`src/rtl/timer8_apb_regs.sv`:
```
// ----------------------------------------------------------------------------
// timer8_apb_regs
// 8-bit up/down timer with a 3-bit prescaler behind a zero-wait-state APB
// register slave.
//
// Register map (byte addresses):
//   0x00 TDR  RW  reload value
//   0x01 TCR  RW  [7] load, [5] down, [4] en, [1:0] cks (/1,/2,/4,/8)
//   0x02 TSR  W1C [1] udf, [0] ovf
//   0x03 TIE  RW  [1] udf_ie, [0] ovf_ie
//   0x04 TCNT RO  current count
//
// Ports:
//   clk        sole clock, rising edge
//   rst_n      synchronous active-low reset
//   psel       APB select
//   penable    APB access phase
//   pwrite     1 = write, 0 = read
//   paddr      byte register address (ADDR_W bits)
//   pwdata     write data
//   prdata     read data, combinational from register state
//   pready     always 1
//   pslverr    always 0
//   interrupt  level interrupt, combinational from TSR & TIE
// ----------------------------------------------------------------------------
module timer8_apb_regs #(
    parameter int unsigned ADDR_W = 8
) (
    input  logic              clk,
    input  logic              rst_n,
    input  logic              psel,
    input  logic              penable,
    input  logic              pwrite,
    input  logic [ADDR_W-1:0] paddr,
    input  logic [7:0]        pwdata,
    output logic [7:0]        prdata,
    output logic              pready,
    output logic              pslverr,
    output logic              interrupt
);

    localparam int unsigned DATA_W = 8;
    localparam int unsigned PRE_W  = 3;
    localparam int unsigned FLAG_W = 2;

    localparam logic [ADDR_W-1:0] ADDR_TDR  = ADDR_W'(0);
    localparam logic [ADDR_W-1:0] ADDR_TCR  = ADDR_W'(1);
    localparam logic [ADDR_W-1:0] ADDR_TSR  = ADDR_W'(2);
    localparam logic [ADDR_W-1:0] ADDR_TIE  = ADDR_W'(3);
    localparam logic [ADDR_W-1:0] ADDR_TCNT = ADDR_W'(4);

    // Implemented TCR bits; reserved positions are never stored.
    localparam logic [DATA_W-1:0] TCR_MASK = 8'hB3;

    localparam logic [1:0] CKS_DIV1 = 2'b00;
    localparam logic [1:0] CKS_DIV2 = 2'b01;
    localparam logic [1:0] CKS_DIV4 = 2'b10;

    // ------------------------------------------------------------------------
    // State
    // ------------------------------------------------------------------------
    logic [DATA_W-1:0] tdr_q,  tdr_d;
    logic [DATA_W-1:0] tcr_q,  tcr_d;
    logic [FLAG_W-1:0] tsr_q,  tsr_d;
    logic [FLAG_W-1:0] tie_q,  tie_d;
    logic [DATA_W-1:0] tcnt_q, tcnt_d;
    logic [PRE_W-1:0]  pre_q,  pre_d;

    // ------------------------------------------------------------------------
    // Decode
    // ------------------------------------------------------------------------
    logic wr_en;
    logic rd_en;
    logic wr_tdr;
    logic wr_tcr;
    logic wr_tsr;
    logic wr_tie;

    logic       tcr_load;
    logic       tcr_down;
    logic       tcr_en;
    logic [1:0] tcr_cks;

    // A write commits only in the access phase; setup cycles are inert.
    always_comb begin
        wr_en  = psel & penable & pwrite;
        rd_en  = psel & ~pwrite;
        wr_tdr = wr_en & (paddr == ADDR_TDR);
        wr_tcr = wr_en & (paddr == ADDR_TCR);
        wr_tsr = wr_en & (paddr == ADDR_TSR);
        wr_tie = wr_en & (paddr == ADDR_TIE);
    end

    always_comb begin
        tcr_load = tcr_q[7];
        tcr_down = tcr_q[5];
        tcr_en   = tcr_q[4];
        tcr_cks  = tcr_q[1:0];
    end

    // ------------------------------------------------------------------------
    // Prescaler and count tick
    // ------------------------------------------------------------------------
    logic cnt_run;
    logic tick;

    // Tick fires when the low cks bits of the prescaler are all ones, so the
    // first tick lands 1/2/4/8 cycles after the prescaler leaves zero.
    always_comb begin
        cnt_run = tcr_en & ~tcr_load;
        case (tcr_cks)
            CKS_DIV1: tick = cnt_run;
            CKS_DIV2: tick = cnt_run & pre_q[0];
            CKS_DIV4: tick = cnt_run & (&pre_q[1:0]);
            default:  tick = cnt_run & (&pre_q);
        endcase
    end

    // Any TCR write restarts the prescale phase.
    always_comb begin
        pre_d = pre_q;
        if (!cnt_run || wr_tcr) begin
            pre_d = '0;
        end else begin
            pre_d = pre_q + PRE_W'(1);
        end
    end

    // ------------------------------------------------------------------------
    // Counter
    // ------------------------------------------------------------------------
    logic ovf_set;
    logic udf_set;

    // Load wins over counting and never raises a flag.
    always_comb begin
        tcnt_d  = tcnt_q;
        ovf_set = 1'b0;
        udf_set = 1'b0;
        if (tcr_load) begin
            tcnt_d = tdr_q;
        end else if (tick) begin
            if (tcr_down) begin
                tcnt_d  = tcnt_q - DATA_W'(1);
                udf_set = (tcnt_q == 8'h00);
            end else begin
                tcnt_d  = tcnt_q + DATA_W'(1);
                ovf_set = (tcnt_q == 8'hFF);
            end
        end
    end

    // ------------------------------------------------------------------------
    // Status flags
    // ------------------------------------------------------------------------
    logic [FLAG_W-1:0] w1c_mask;

    // Hardware set is OR'd in after the clear so a coincident event survives.
    always_comb begin
        w1c_mask = wr_tsr ? pwdata[FLAG_W-1:0] : '0;
        tsr_d    = (tsr_q & ~w1c_mask) | {udf_set, ovf_set};
    end

    // ------------------------------------------------------------------------
    // Software-writable registers
    // ------------------------------------------------------------------------
    always_comb begin
        tdr_d = tdr_q;
        tcr_d = tcr_q;
        tie_d = tie_q;
        if (wr_tdr) begin
            tdr_d = pwdata;
        end
        if (wr_tcr) begin
            tcr_d = pwdata & TCR_MASK;
        end
        if (wr_tie) begin
            tie_d = pwdata[FLAG_W-1:0];
        end
    end

    // ------------------------------------------------------------------------
    // State register; reset overrides any concurrent write or tick
    // ------------------------------------------------------------------------
    always_ff @(posedge clk) begin
        if (!rst_n) begin
            tdr_q  <= '0;
            tcr_q  <= '0;
            tsr_q  <= '0;
            tie_q  <= '0;
            tcnt_q <= '0;
            pre_q  <= '0;
        end else begin
            tdr_q  <= tdr_d;
            tcr_q  <= tcr_d;
            tsr_q  <= tsr_d;
            tie_q  <= tie_d;
            tcnt_q <= tcnt_d;
            pre_q  <= pre_d;
        end
    end

    // ------------------------------------------------------------------------
    // Read mux; unmapped addresses and non-read cycles return zero
    // ------------------------------------------------------------------------
    always_comb begin
        prdata = '0;
        if (rd_en) begin
            if (paddr == ADDR_TDR) begin
                prdata = tdr_q;
            end else if (paddr == ADDR_TCR) begin
                prdata = tcr_q;
            end else if (paddr == ADDR_TSR) begin
                prdata = {6'b000000, tsr_q};
            end else if (paddr == ADDR_TIE) begin
                prdata = {6'b000000, tie_q};
            end else if (paddr == ADDR_TCNT) begin
                prdata = tcnt_q;
            end
        end
    end

    // ------------------------------------------------------------------------
    // Fixed response and interrupt
    // ------------------------------------------------------------------------
    assign pready    = 1'b1;
    assign pslverr   = 1'b0;
    assign interrupt = |(tsr_q & tie_q);

endmodule

```
`config.mk`:
```
export PLATFORM = sky130hd
export DESIGN_NAME = timer8_apb_regs
export DESIGN_NICKNAME = d
export VERILOG_FILES = /design/src/rtl/timer8_apb_regs.sv
export SDC_FILE = /design/constraint.sdc
export NUM_CORES = 1
export LEC_CHECK = 0
export CAP_MARGIN = 30
export CORE_MARGIN = 4
export CORE_UTILIZATION = 40
export DETAILED_ROUTE_END_ITERATION = 10
export SLEW_MARGIN = 5
export SYNTH_ARGS = -nofsm -noshare
export SYNTH_HDL_FRONTEND = slang
export SYNTH_SLANG_ARGS = --single-unit
```
`constraint.sdc`:
```
create_clock -name clk -period 2.9 [get_ports clk]
set_input_delay 0.435 -clock clk [delete_from_list [all_inputs] [get_ports clk]]
set_output_delay 0.435 -clock clk [all_outputs]
set_load 0.01 [all_outputs]
```
; ---- Yosys cells after proc, flatten, opt, wreduce, memory -nomap -nowiden
; Index checks and enable logic that the tools add are counted.
[word_totals]
reg_bits = 28
in_bits = 21
out_inout_bits = 11
word_cells = 61
[classes]
add_sub_neg = 3
n_eq_ne = 7
mux = 17
bitwise = 18
reduce_logical = 10
[ops]
columns = op, n
row1 = 2-to-1 mux 8 bit, 9
row2 = == test 8 x 2 -> 1 bit (second input constant), 2
row3 = logical NOT 8 bit, 2
row4 = AND 1 bit, 11
row5 = adder 8 x 1 -> 8 bit (second input constant), 1
row6 = == test 8 x 1 -> 1 bit (second input constant), 1
row7 = == test 8 x 3 -> 1 bit (second input constant), 1
row8 = == test 8 bit (second input constant), 1
row9 = subtractor 8 x 1 -> 8 bit (second input constant), 1
row10 = 2-to-1 mux 1 bit, 6
row11 = AND 2 bit, 2
row12 = OR reduction 2 bit, 2
row13 = adder 3 x 1 -> 3 bit (second input constant), 1
row14 = inverter 1 bit, 3
row15 = one-hot mux 1 bit (3 select lines), 1
row16 = AND reduction 3 bit, 1
row17 = == test 2 x 1 -> 1 bit (second input constant), 1
row18 = == test 2 bit (second input constant), 1
row19 = logical NOT 2 bit, 1
row20 = 2-to-1 mux 2 bit, 1
row21 = inverter 2 bit, 1
row22 = bitwise OR 2 bit, 1
row23 = AND reduction 2 bit, 1
row24 = nonzero test 2 bit, 1
row25 = 2 further kinds, 2

; ---- Logic depth before layout (Yosys ltp)
[depth]
depth_word = 7
depth_mapped = 7
depth_no_buf = 6

; ---- Least setup slack after synthesis
; Ideal clock, no wire load.
[synth_path]
path_kind = input to output
from = in paddr[0]
to = out prdata[4]
arrival_ps = 1794
required_time_ps = 2465
slack_ps = 671
stages = 5
n_path_buf = 1
path_cell_list = buf_4 or4b_2 nor4b_1 nand2_1 nand3_1
[synth_between]
elab_chain_len = 7
elab_cells_between_ends = 11
classes_between = eq/ne: 4 / mux: 6 / reduce/logical: 1
[synth_rtl]
columns = element, line
row1 = start: declaration, 34  ; input logic [ADDR_W-1:0] paddr,
row2 = == test 8 x 3 -> 1 bit, 217  ; end else if (paddr == ADDR_TCNT) begin
row3 = 2-to-1 mux 8 bit, 217
row4 = 2-to-1 mux 8 bit, 215  ; end else if (paddr == ADDR_TIE) begin
row5 = 2-to-1 mux 8 bit, 213  ; end else if (paddr == ADDR_TSR) begin
row6 = 2-to-1 mux 8 bit, 211  ; end else if (paddr == ADDR_TCR) begin
row7 = 2-to-1 mux 8 bit (*), 209  ; if (paddr == ADDR_TDR) begin
row8 = 2-to-1 mux 8 bit (*), 208  ; if (rd_en) begin
row9 = end: declaration, 36  ; output logic [7:0] prdata,
; Every way passes the cells marked *; elsewhere a longest branch is shown, timed or not.

; ---- Worst setup path after layout
[layout_path]
from = in paddr[1]
to = out prdata[7]
; The elaborated chain is that of the path after synthesis.

==> flow_summary.toml <==
[finish]
final-seq-area_um2 = 561
fin_nets = 307
drive_above_1_share_pct = 11.7
fin_cells = 340
areaGrowthSynthToFinish_pct = 23.9
fillers = 466
multiInputGateArea_mm2 = 0.00130
insertedDiodeCount = 0
final_cell_area_mm2 = 0.00242

[timing]
max_slew_margin_pct = 66.5
fin_worst_skew_ns = 0.00738
tightest_slew_ns = 0.500
rsz0062_at_grt = "no"
post-route-period-util_pct = 95.0
fin_tns_setup_ns = 0
fmax_mhz = 363
setup_viol_count_final = 0
slew_violations = 0
hold_violations = 0
min_period_ns = 2.75

[setup_path]
start_kind = "input port"
reg2reg_depth = 6
cp.required_ns = 2.47
cp_max_fo = 3
rrSetupSlack_ns = 0.74
critPathKind = "in -> out"
r2r_end = "tcnt_q[6]"
crit_path_end_kind = "output port"
arrival_ns = 2.32
rr_startpoint = "tcr_q[5]"

[yosys]
avgSynthCellArea_um2 = 8.21
synthArstFlopShare_pct = 0
synthFlopType = "dfxtp_1"
synth_area_leaders = "dfxtp_1, mux2i_1, ha_1, nand2_1, nand3_1"
synth-seq-cells = 28
syn_nets = 271
syn_area_mm2 = 0.00195
synth_top_area_share_pct = 28.7
seq_area_frac_synth_pct = 28.7
synth-edff-count = 0
synth_warnings = 0
synth_area_leader_cell = "dfxtp_1"
ys_types = 52
syn_inst = 238

[cts]
clk_pin_slew_ns = 0.09
cts_max_level = 1
cts_tree = "done"
root_buffer = "clkbuf_8"
cts.sinks = 28
clkLatencyLatePin_ns = 0.28
numCtsBuffers = 3
cts_hold_buf = 0
clock_path_buffers = 2

[placed_design]
placedCellCount = 336
dpl.hpwl_um = 3910
placed_area_mm2 = 0.00236
io_buffers = 29
place_congestion = 0.780

[detailed_routing]
drt_iter0_drc = 110
routedWlPerCell_um = 14.6
ant_nets = 0
vias_per_cell = 5.35
drc = 0
wirelength_um = 4980
dr_total_vias = 1820
dr.pass1.iters = 4

[floorplanning]
fp-row-count = 25
core_mm2 = 0.00472
initial_core_util_pct = 41.4
io_pins = 32
die-area_mm2 = 0.00607
die_h_um = 77.9
die_w_um = 77.9

[power_and_ir_drop]
p_per_area_mw_per_mm2 = 291
power_leakage_nw = 1.03
peakVddDrop_mv = 0.198
p_total_w = 0.000706

[min_path]
holdCritStartpoint = "tdr_q[5]"
hold_end = "tdr_q[5]"
hold_depth = 2
min_path_type = "reg -> reg"

[grt]
track_usage_pct = 16.9
antenna_found_initial = 0
grt_overflow = 0
grt_pass1_vias = 1708
grt_max_degree = 34
grt_pass1_wl_um = 8310

[flow_run]
cap_violations = 0

[outcome]
outcome = "finished clean"
## state kept, by name (all words and copies together) (netlist names)
signal and count:
tcnt_q 8, tdr_q 8, tcr_q 5, pre_q 3, tie_q 2, tsr_q 2
## metrics by stage
stage / hold WS [ns] / utilization (%) / setup slack [ns]
CTS: 0.490 / 51.1 / 0.00746
finish: 0.484 / 51.3 / 0.146
detailed placement: 0.477 / 50.0 / -0.165
floorplan: 0.446 / - / 0.671
global placement: 0.465 / 50.0 / -0.179
global route: 0.515 / 51.3 / 0.0245
## cells in the mapped netlist, drive strengths merged (2+ instances only)
cell / number
nor3: 6
nor3b: 3
nand4: 3
or4: 2
o22ai: 4
buf: 5
o211ai: 3
o21ai: 7
a211oi: 2
dfxtp: 28
a21o: 3
nand3: 15
and3: 3
and4: 4
o31ai: 5
nor4: 4
ha: 11
xnor2: 2
a21oi: 12
a41oi: 2
clkbuf: 6
nand2b: 4
nor2: 9
a31o: 2
or2: 2
inv: 11
mux2i: 19
nand2: 36
nor4b: 2
a31oi: 2
nor2b: 3
conb: 2
## cells in the final DEF (no fill, tap or decap), types with 3 or more instances in the layout
cell,instances
a21o_1,3
a21oi_1,12
and3_1,3
and4_1,4
buf_4,13
clkbuf_8,4
clkdlybuf4s50_1,21
dfxtp_1,28
dlygate4sd2_1,7
ha_1,11
inv_1,11
mux2i_1,19
nand2_1,34
nand2b_1,4
nand3_1,15
nand4_1,3
nor2_1,9
nor2b_1,3
nor3_1,5
nor3b_1,3
o211ai_1,3
o21ai_0,7
o22ai_1,4
o31ai_1,5
## power breakdown
group	internal, W	leakage [nW]	switching [W]
Combinational	0.0000386	0.780	0.0000374
Sequential	0.000384	0.225	0.000000141
Clock	0.000122	0.0288	0.000124
## area by class of cell
type | instances | share of cell area [%]
flip-flops and latches | 28 | 23.1
well taps | 67 | 3.46
repair buffers | 42 | 15.8
multi-input cells | 188 | 53.7
inverters | 11 | 1.70
clock buffers | 4 | 2.27
## cell families after synthesis
family                     count (synthesis)  share of synthesized area, %
adders and majority gates                 12                          8.07
buffers and inverters                     22                          5.38
DFF                                       28                          28.7
muxes                                     19                          9.73
AOI/OAI and AO/OA                         51                          17.8
xor gates and xnor gates                   2                         0.896
and+or+nand+nor                          102                          29.1
other                                      2                         0.384
## worst max-delay path, stage by stage
cell             delay (ns)
clkdlybuf4s50_1        0.41
or4b_2                 0.70
nor4b_2                0.23
buf_4                  0.16
nand2_1                0.05
nand3_1                0.07
dlygate4sd2_1          0.27
## what timing repair did
action / CTS / global route
setup buffers: 0 / 0
pin swaps: 0 / 0
resized for setup: 8 / 2
setup endpoints to repair: 7 / 1
cloned: 0 / 0
## how the worst max path moves through the flow
stage	startpoint	end	slack (ns)	depth (start not counted)
floorplan	paddr[0]	prdata[4]	0.67	5
global placement	paddr[1]	prdata[7]	-0.18	7
detailed placement	paddr[1]	prdata[5]	-0.16	7
CTS	paddr[5]	prdata[1]	0.007	6
global route	paddr[1]	prdata[4]	0.02	7
finish	paddr[1]	prdata[7]	0.15	7
## routing by layer
layer	vias up	track usage, %	wire (um)
met2	42	27.1	2300
met5	-	0	0
met4	0	3.15	19
li1	946	-	-
met1	830	24.3	2440
met3	2	2.44	229
Note: power is estimated with default switching activity, not from simulation.
==> patch (same flow settings) <==
Change the parameter `ADDR_W` from 8 to 7.
--- a/src/rtl/timer8_apb_regs.sv
+++ b/src/rtl/timer8_apb_regs.sv
@@ -26,3 +26,3 @@
 module timer8_apb_regs #(
-    parameter int unsigned ADDR_W = 8
+    parameter int unsigned ADDR_W = 7
 ) (
Interface: changed (resized paddr); port bits go from 32 to 31. No check against the original RTL was run, so the function may have changed too.
==> patch against the original RTL <==
  * Final area shrank 6.8%
  * Register-to-register slack gained 0.07 ns
  * Worst setup slack got worse by 0.056 ns
  * Routed wire length down 7.7%
  * Power rose by 8.2%
  * Sequential cell count stayed put
  * Area after synthesis down 8.5%
  * Combinational power decreased by 16%
  * Maximum frequency shrank 2.0%
  * Critical endpoint is now prdata[4]
  * Largest cell class unchanged
==> patch: results (changes against the original RTL) <==
| Metric | Value |
|---|---|
| Vias/cell | `5.447 (+1.8%)` |
| Cell family contributing the most delay on the critical path | `buffers and inverters` |
| Hold_ws | `0.4807 ns (-0.003180 ns)` |
| CP max stage delay | `0.56 ns (-0.14 ns)` |
| PortBufs | `28 (-3.4%)` |
| WHS Path Cells | `1 (-1)` |
| Final net count | `281 (-8.5%)` |
| Met1 GRT Util | `0.2427 (about the same)` |
| First-pass GRT wire length | `7.755 mm (-6.7%)` |
| Placed instance count | `296 (-12%)` |
| Wire length on met1 | `2.192 mm (-10%)` |
| Hpwl dp | `3.614 mm (-7.5%)` |
| GR Util met3 | `0.03338 (+0.009016)` |
| Sequential power share | `0.504 (-0.041)` |
| PD cells | `338.2 nW/um^2 (+16%)` |
| Critical Path AT | `2.37 ns (+0.05 ns)` |
| R2R cell count | `7 (+1)` |
| Worst slack at placement | `-0.05080 ns (+0.1138 ns)` |
| Status | `complete, no violations` |
| Placement Cell Area | `2172 sq um (-8.1%)` |
| Pre-antenna DRT Iters | `4 (unchanged)` |
| Sequential element share of the synthesized area | `0.3133 (+0.02647)` |
| Tightest Hold Check Type | `flip-flop to flip-flop` |
| Max VDD drop | `0.0004144 V (+110%)` |
| Largest net degree at the start of global routing | `18 (-47%)` |
| Yosys cell types | `42 (-19%)` |
| GPL Wtd Cong | `0.8390 (+7.6%)` |
| Fill cells | `427 (-8.4%)` |
| Clock Skew | `0.006887 ns (-0.0004959 ns)` |
| Post-Syn Instances | `214 (-10%)` |
| Switching pwr | `161.1 uW (-0.12%)` |
| Met3 wire len | `158 um (-31%)` |
| Commonest cells in the netlist | `30 x nor2_1, 28 x dfxtp_1, 18 x mux2i_1` |
| Routed WL per cell | `15.32 um (+4.6%)` |
| Detailed Route WL | `4.595 mm (-7.7%)` |
| # resized after CTS | `1 (-7)` |
| Flop-to-flop setup slack | `0.81 ns (+0.07 ns)` |
| Synth area leaders | `dfxtp_1 31%, mux2i_1 10%, ha_1 7.7%` |
| Layout cells sized above 1 | `0.07661 (-0.04060)` |
| GRT Util Overall | `0.1793 (+0.009934)` |
| Power Combinational | `64.2 uW (-16%)` |
| HP Start | `pre_q[0]` |
| DR iter-0 viols | `114 (+3.6%)` |
| Initial antenna violation count | `0 (unchanged)` |
| GR Layer Usage met2 | `0.3037 (+0.03227)` |
| CP max-delay cell | `or4_4` |
| Leak pwr | `0.0008789 uW (-15%)` |
| Syn_nets | `246 (-9.2%)` |
| Worst slew pin tran | `0.4936 ns (-0.005890 ns)` |
| WL met2 | `2.226 mm (-3.0%)` |
| Hold endpoint | `pre_q[0]` |
| Finished Core Util | `0.5187 (+0.005830)` |
| Vias in the first global route | `1,629 (-4.6%)` |
## patch: how the worst max path moves through the flow
stage	startpoint	to	slack, ns	cells after the start
after detailed placement	paddr[5]	prdata[0]	-0.05	7
after CTS	paddr[5]	prdata[1]	0.008	7
after floorplan	paddr[5]	tdr_q[5]	0.80	5
after global placement	paddr[5]	prdata[0]	-0.02	7
after global routing	paddr[5]	prdata[4]	0.02	7
final	paddr[5]	prdata[4]	0.09	7
## patch: cells by family after synthesis
kind of cell / share of synthesized area
adders and majority gates: 0.08811
other: 0.004197
buffers and inverters: 0.04196
AOI/OAI and AO/OA: 0.1972
and+or+nand+nor: 0.2399
DFF: 0.3133
xor gates and xnor gates: 0.01469
muxes: 0.1007
## patch: cell type report
| type | instances | share of cell area |
|---|---|---|
| flip-flops and latches | 28 | 0.2482 |
| clock buffers | 3 | 0.01828 |
| inverters | 10 | 0.01662 |
| clock inverters | 1 | 0.01330 |
| multi-input cells | 168 | 0.5141 |
| repair buffers | 38 | 0.1607 |
| well taps | 52 | 0.02881 |
